File: src/rtl/closest_hit_reducer_pkg.sv
// ============================================================================
// closest_hit_reducer_pkg : shared types/constants for the closest-hit reducer
// Revision 1.0
// ============================================================================
`default_nettype none

package closest_hit_reducer_pkg;

  localparam int unsigned MAX_SHAPES_DEF = 16;
  localparam int unsigned SIDX_W         = $clog2(MAX_SHAPES_DEF);

  typedef logic [SIDX_W-1:0] shape_idx_t;

  localparam logic [15:0] F16_POS_INF = 16'h7C00;

  typedef enum logic {
    ST_IDLE  = 1'b0,
    ST_ACCUM = 1'b1
  } state_t;

  typedef struct packed {
    logic        hit;
    shape_idx_t  idx;
    logic [15:0] sq_dist;
    logic [47:0] isect;
  } hit_record_t;

  // Nonnegative and not NaN; +inf counts as a number.
  function automatic logic f16_is_pos_num(input logic [15:0] x);
    return !x[15] && !((x[14:10] == 5'h1F) && (x[9:0] != 10'd0));
  endfunction

endpackage

`default_nettype wire

File: src/rtl/closest_hit_reducer_lt.sv
// ============================================================================
// float16_pos_less_than : combinational a<b over nonnegative float16, NaN flag
// Revision 1.0
// ============================================================================
`default_nettype none

module float16_pos_less_than (
  input  logic [15:0] a_i,
  input  logic [15:0] b_i,
  output logic        lt_o,
  output logic        nan_o
);

  logic w_a_nan;
  logic w_b_nan;

  assign w_a_nan = (a_i[14:10] == 5'h1F) && (a_i[9:0] != 10'd0);
  assign w_b_nan = (b_i[14:10] == 5'h1F) && (b_i[9:0] != 10'd0);

  // With both sign bits clear, the raw bit pattern is monotonic in value.
  assign lt_o  = a_i < b_i;
  assign nan_o = w_a_nan | w_b_nan;

endmodule

`default_nettype wire

File: src/rtl/closest_hit_reducer.sv
// ============================================================================
// closest_hit_reducer : per-ray nearest positive hit; optional CLOSEST_HIT_EPS_EN
// Revision 1.0
// ============================================================================
`default_nettype none

module closest_hit_reducer
  import closest_hit_reducer_pkg::*;
#(
  parameter int unsigned MAX_SHAPES  = MAX_SHAPES_DEF,
  parameter logic [15:0] MIN_SQ_DIST = 16'h1400
) (
  input  logic              clk,
  input  logic              rst,
  input  logic              abort,
  input  logic [SIDX_W:0]   num_shapes,
  input  logic              valid_in,
  input  logic              hit_in,
  input  logic [15:0]       sq_dist_in,
  input  logic [47:0]       isect_in,
  output logic              valid_out,
  output logic              ray_hit,
  output logic [SIDX_W-1:0] shape_idx,
  output logic [15:0]       sq_distance,
  output logic [47:0]       intersection,
  output logic              busy
);

`ifdef CLOSEST_HIT_EPS_EN
  localparam logic c_eps_en = 1'b1;
`else
  localparam logic c_eps_en = 1'b0;
`endif

  localparam logic [SIDX_W:0] c_one   = {{SIDX_W{1'b0}}, 1'b1};
  localparam logic [SIDX_W:0] c_max_n = MAX_SHAPES[SIDX_W:0];
  localparam hit_record_t     c_empty = '{hit: 1'b0, idx: '0, sq_dist: F16_POS_INF, isect: '0};

  state_t          state_q, state_d;
  logic [SIDX_W:0] count_q, count_d;
  logic [SIDX_W:0] n_q, n_d;
  hit_record_t     best_q, best_d;
  hit_record_t     out_q, out_d;
  logic            valid_q, valid_d;

  logic            w_above_min;
  logic            w_accept;
  logic            w_lt;
  logic            w_nan;
  logic            w_replace;
  logic [SIDX_W:0] w_n_req;
  logic [SIDX_W:0] w_n;
  hit_record_t     w_cand;
  hit_record_t     w_merge;

  float16_pos_less_than u_lt (
    .a_i   (sq_dist_in),
    .b_i   (best_q.sq_dist),
    .lt_o  (w_lt),
    .nan_o (w_nan)
  );

  assign w_above_min = sq_dist_in[14:0] >= MIN_SQ_DIST[14:0];
  assign w_accept    = hit_in && f16_is_pos_num(sq_dist_in) && (w_above_min || !c_eps_en);

  assign w_n_req = (num_shapes == '0) ? c_one : num_shapes;
  assign w_n     = (w_n_req > c_max_n) ? c_max_n : w_n_req;

  always_comb begin
    w_cand         = c_empty;
    w_cand.idx     = (state_q == ST_ACCUM) ? count_q[SIDX_W-1:0] : '0;
    if (w_accept) begin
      w_cand.hit     = 1'b1;
      w_cand.sq_dist = sq_dist_in;
      w_cand.isect   = isect_in;
    end
  end

  // Strict less-than keeps the lower index on ties; a miss-only best is always replaced.
  assign w_replace = w_accept && (!best_q.hit || (w_lt && !w_nan));
  assign w_merge   = w_replace ? w_cand : best_q;

  always_comb begin
    state_d = state_q;
    count_d = count_q;
    n_d     = n_q;
    best_d  = best_q;
    out_d   = out_q;
    valid_d = 1'b0;
    case (state_q)
      ST_IDLE: begin
        if (valid_in && !abort) begin
          best_d = w_cand;
          n_d    = w_n;
          if (w_n == c_one) begin
            out_d   = w_cand;
            valid_d = 1'b1;
          end else begin
            state_d = ST_ACCUM;
            count_d = c_one;
          end
        end
      end
      ST_ACCUM: begin
        if (abort) begin
          state_d = ST_IDLE;
          count_d = '0;
          best_d  = c_empty;
        end else if (valid_in) begin
          best_d = w_merge;
          if (count_q == n_q - c_one) begin
            out_d   = w_merge;
            valid_d = 1'b1;
            state_d = ST_IDLE;
            count_d = '0;
          end else begin
            count_d = count_q + c_one;
          end
        end
      end
      default: begin
        state_d = ST_IDLE;
        count_d = '0;
      end
    endcase
  end

  always_ff @(posedge clk or posedge rst) begin
    if (rst) begin
      state_q <= ST_IDLE;
      count_q <= '0;
      n_q     <= c_one;
      best_q  <= c_empty;
      out_q   <= c_empty;
      valid_q <= 1'b0;
    end else begin
      state_q <= state_d;
      count_q <= count_d;
      n_q     <= n_d;
      best_q  <= best_d;
      out_q   <= out_d;
      valid_q <= valid_d;
    end
  end

  assign valid_out    = valid_q;
  assign ray_hit      = out_q.hit;
  assign shape_idx    = out_q.idx;
  assign sq_distance  = out_q.sq_dist;
  assign intersection = out_q.isect;
  assign busy         = (state_q == ST_ACCUM);

endmodule

`default_nettype wire
File: config.mk
export PLATFORM = sky130hd
export DESIGN_NAME = closest_hit_reducer
export DESIGN_NICKNAME = d
export VERILOG_FILES = /design/src/rtl/closest_hit_reducer_pkg.sv /design/src/rtl/closest_hit_reducer_lt.sv /design/src/rtl/closest_hit_reducer.sv
export SDC_FILE = /design/constraint.sdc
export NUM_CORES = 1
export LEC_CHECK = 0
export CAP_MARGIN = 0
export CORE_UTILIZATION = 45
export CTS_BUF_LIST = sky130_fd_sc_hd__clkbuf_16
export CTS_CLUSTER_DIAMETER = 40
export DETAILED_ROUTE_END_ITERATION = 7
export GPL_ROUTABILITY_DRIVEN = 0
export HOLD_SLACK_MARGIN = 0.1
export PLACE_DENSITY = 0.71
export SLEW_MARGIN = 20
export SYNTH_ARGS = -nofsm -noshare
export SYNTH_HDL_FRONTEND = slang
export SYNTH_SLANG_ARGS = --single-unit
File: constraint.sdc
create_clock -name clk -period 5.4 [get_ports clk]
set_clock_uncertainty 0.2 [all_clocks]
set_input_delay 1.08 -clock clk [delete_from_list [all_inputs] [get_ports clk]]
set_output_delay 1.08 -clock clk [all_outputs]
set_load 0.03 [all_outputs]
==> flow_summary_export.csv <==
group,metric,value,unit
run_status,status,"completed",
routing,postRouteAntennaNets,0,
clock_network,clk_latency,0.43,ns
layout,layout.cells.most_common_list,"143 x clkdlybuf4s50_1, 139 x dfrtp_1, 136 x nand2_1",
layout,finish.instance_area,10000,um^2
hold_path,min_path_type,"flop to flop",
placed_design,place_ws,0.697,ns
global_routing,grt.busiest_layer,"met2",
power,pwr-share-comb,0.248,
global_routing,grt_pass1_wl,37400,um
power,internal_power,2210,uW
die,ioPinCount,145,
power,power_density,325,nW/um^2
placed_design,io_buffer_count,144,
power,p_switching,1050,uW
setup_path,path_class,"input port to flop",
clock_network,clock_sink_count,150,
setup_path,end_kind,"flop",
synthesis,ys_types,46,
setup_path,arrival,4.44,ns
layout,nets,1033,
layout,diodes,0,
synthesis,ys_warn_count,0,
power,p_leak,0.00379,uW
die,dieWidth,135,um
timing,drv_slew,0,
global_routing,gr-usage-met2,0.410,
timing,period_needed,4.30,ns
clock_network,post-cts-setup-buffer-count,0,
layout,final_common_cell,"clkdlybuf4s50_1",
routing,vias_per_cell,6.34,
layout,final_util,0.583,
power,peakVddDrop,0.000220,V
layout,layout-drive-gt1-share,0.0764,
global_routing,track_usage,0.262,
synthesis,synth_area,7910,um^2
synthesis,syn_nets,937,
routing,post-route-drc-count,0,
die,start_util,0.459,
die,core_area,17200,um^2
synthesis,ys.flop_type,"dfrtp_1",
timing,setup_tns,0,ns
synthesis,syn_area_per_cell,9.35,um^2
power,finalPower,3260,uW
timing,max_slew_margin,0.273,
die,rows,48,
setup_path,worst_setup_path_start_kind,"input port",
global_routing,grt_overflow,0,
timing,setup_viol,0,
clock_network,cts_hold_buf,0,
global_routing,met3_usage,0.0492,
timing,hold_viol,0,
routing,firstDrtPassIters,5,
power,pwr-share-clk,0.332,
global_routing,grt_pass1_vias,7104,
global_routing,grt_max_degree,176,
power,pwr-share-seq,0.420,
job,drv_cap,0,
clock_network,cts_tree,"done",
routing,wl,23100,um
clock_network,cts_resized,0,
global_routing,grt_util_met1,0.368,
timing,rsz0062_at_grt,"false",
layout,syn_to_final_growth,26.9,%
clock_network,clockBufferDepth,2,
timing,fmax,232,MHz
timing,setup_slack,1.10,ns
placed_design,placedInstanceArea,9520,um^2
setup_path,critPathRequiredTime,5.54,ns
placed_design,dp_hpwl,14300,um
synthesis,syn_inst,846,
layout,fillers,1522,
clock_network,clkTransAtPathRegs,0.06,ns
synthesis,synth-edff-count,0,
synthesis,yosys_register_bits,150,
setup_path,path_max_fanout,30,
timing,tightest_slew,1.09,ns
clock_network,numCtsBuffers,17,
routing,drt-initial-drc-count,743,
synthesis,synth-seq-area-share,0.476,
die,die_h,135,um
clock_network,htree_levels,4,
routing,vias,7477,
die,die_area,18100,um^2
synthesis,synth-async-reset-ratio,1.00,
power,switching_share,0.321,
timing,fin_crit_sh,0.797,
global_routing,antenna_found_initial,0,
clock_network,cts_root_buf,"clkbuf_16",
routing,wl_per_cell,19.6,um
power by group through the flow:
stage | Clock (uW) | Combinational, uW | Sequential [uW]
2_1_floorplan | 0 | 315 | 1530
3_3_place_gp | 0 | 796 | 1390
3_5_place_dp | 0 | 809 | 1390
4_1_cts | 1090 | 811 | 1370
5_1_grt | 1140 | 872 | 1390
6_report | 1080 | 810 | 1370
critical path, cell delays in order:
cell             delay, ns
clkdlybuf4s50_1       0.51
ha_1                  0.35
nand4_1               0.14
nor4_1                0.32
a222oi_1              0.14
a31oi_1               0.59
o21a_2                0.69
buf_4                 0.34
a32oi_1               0.07
o21ai_0               0.20
cell type report:
class / count / area (um^2) / share of cell area
clock buffers: 17 / 425 / 0.0423
clock inverters: 15 / 97.6 / 0.00971
inverters: 23 / 91.3 / 0.00909
multi-input cells: 587 / 3780 / 0.376
flip-flops and latches: 150 / 3770 / 0.375
well taps: 225 / 282 / 0.0280
repair buffers: 163 / 1600 / 0.160
cell families after synthesis:
| family | synth area share |
|---|---|
| buffers and inverters | 0.0552 |
| multiplexers | 0.00506 |
| AND/OR/NAND/NOR | 0.147 |
| flip-flops | 0.476 |
| AO/OA/AOI/OAI | 0.284 |
| XOR/XNOR | 0.00664 |
| adder cells (fa/ha/maj) | 0.0269 |
routing by layer:
layer | part of all wire | up-vias
met5 | 0 | -
met4 | 0.015 | 0
met3 | 0.062 | 29
met2 | 0.47 | 295
met1 | 0.45 | 3716
li1 | - | 3437
worst paths after layout:
path,start,endpoint,slack (ns),depth (start not counted)
worst min-delay path,sq_distance[15]$_DFFE_PP0P_,sq_distance[15]$_DFFE_PP0P_,0.27,2
worst min register to register,sq_distance[15]$_DFFE_PP0P_,sq_distance[15]$_DFFE_PP0P_,0.27,2
worst max register to register,best_q[61]$_DFFE_PP1P_,best_q[39]$_DFFE_PP0P_,1.69,10
worst max-delay path,sq_dist_in[14],best_q[39]$_DFFE_PP0P_,1.10,10
min in group asynchronous,rst,n_q[1]$_DFFE_PP0P_,0.92,2
max in group asynchronous,rst,best_q[9]$_DFFE_PP0P_,3.05,3
through the flow:
stage	instances	hold slack, ns
4_1_cts	1180	0.280
3_3_place_gp	1148	0.267
6_report	1180	0.274
3_5_place_dp	1148	0.268
5_1_grt	1180	0.296
2_1_floorplan	846	0.254
Yosys cell counts, types with 5 or more instances:
cell type | instances | area [um^2]
dfrtp_1 | 139 | 3480
nand2_1 | 136 | 510
a32oi_1 | 118 | 1030
clkbuf_1 | 68 | 255
o21ai_0 | 63 | 315
nand3_1 | 62 | 310
o211ai_1 | 50 | 375
inv_1 | 23 | 86.3
nor2_1 | 19 | 71.3
ha_1 | 17 | 213
o21ai_1 | 14 | 70.1
dfstp_2 | 11 | 289
buf_2 | 10 | 50.1
o311ai_0 | 9 | 78.8
nand2b_1 | 7 | 43.8
a21oi_1 | 6 | 30.0
a22oi_1 | 6 | 45.0
nand4_1 | 6 | 37.5
nor4_1 | 6 | 37.5
a31oi_1 | 5 | 31.3
o221a_2 | 5 | 56.3
or3_1 | 5 | 31.3
xnor2_1 | 5 | 43.8
flip-flops by register name, indices dropped and copies added (netlist names):
register      count
best_q           69
sq_distance      16
n_q               5
count_q           5
shape_idx         4
busy              1
intersection     48
ray_hit           1
valid_out         1
Power figures use the tool's default switching activity.
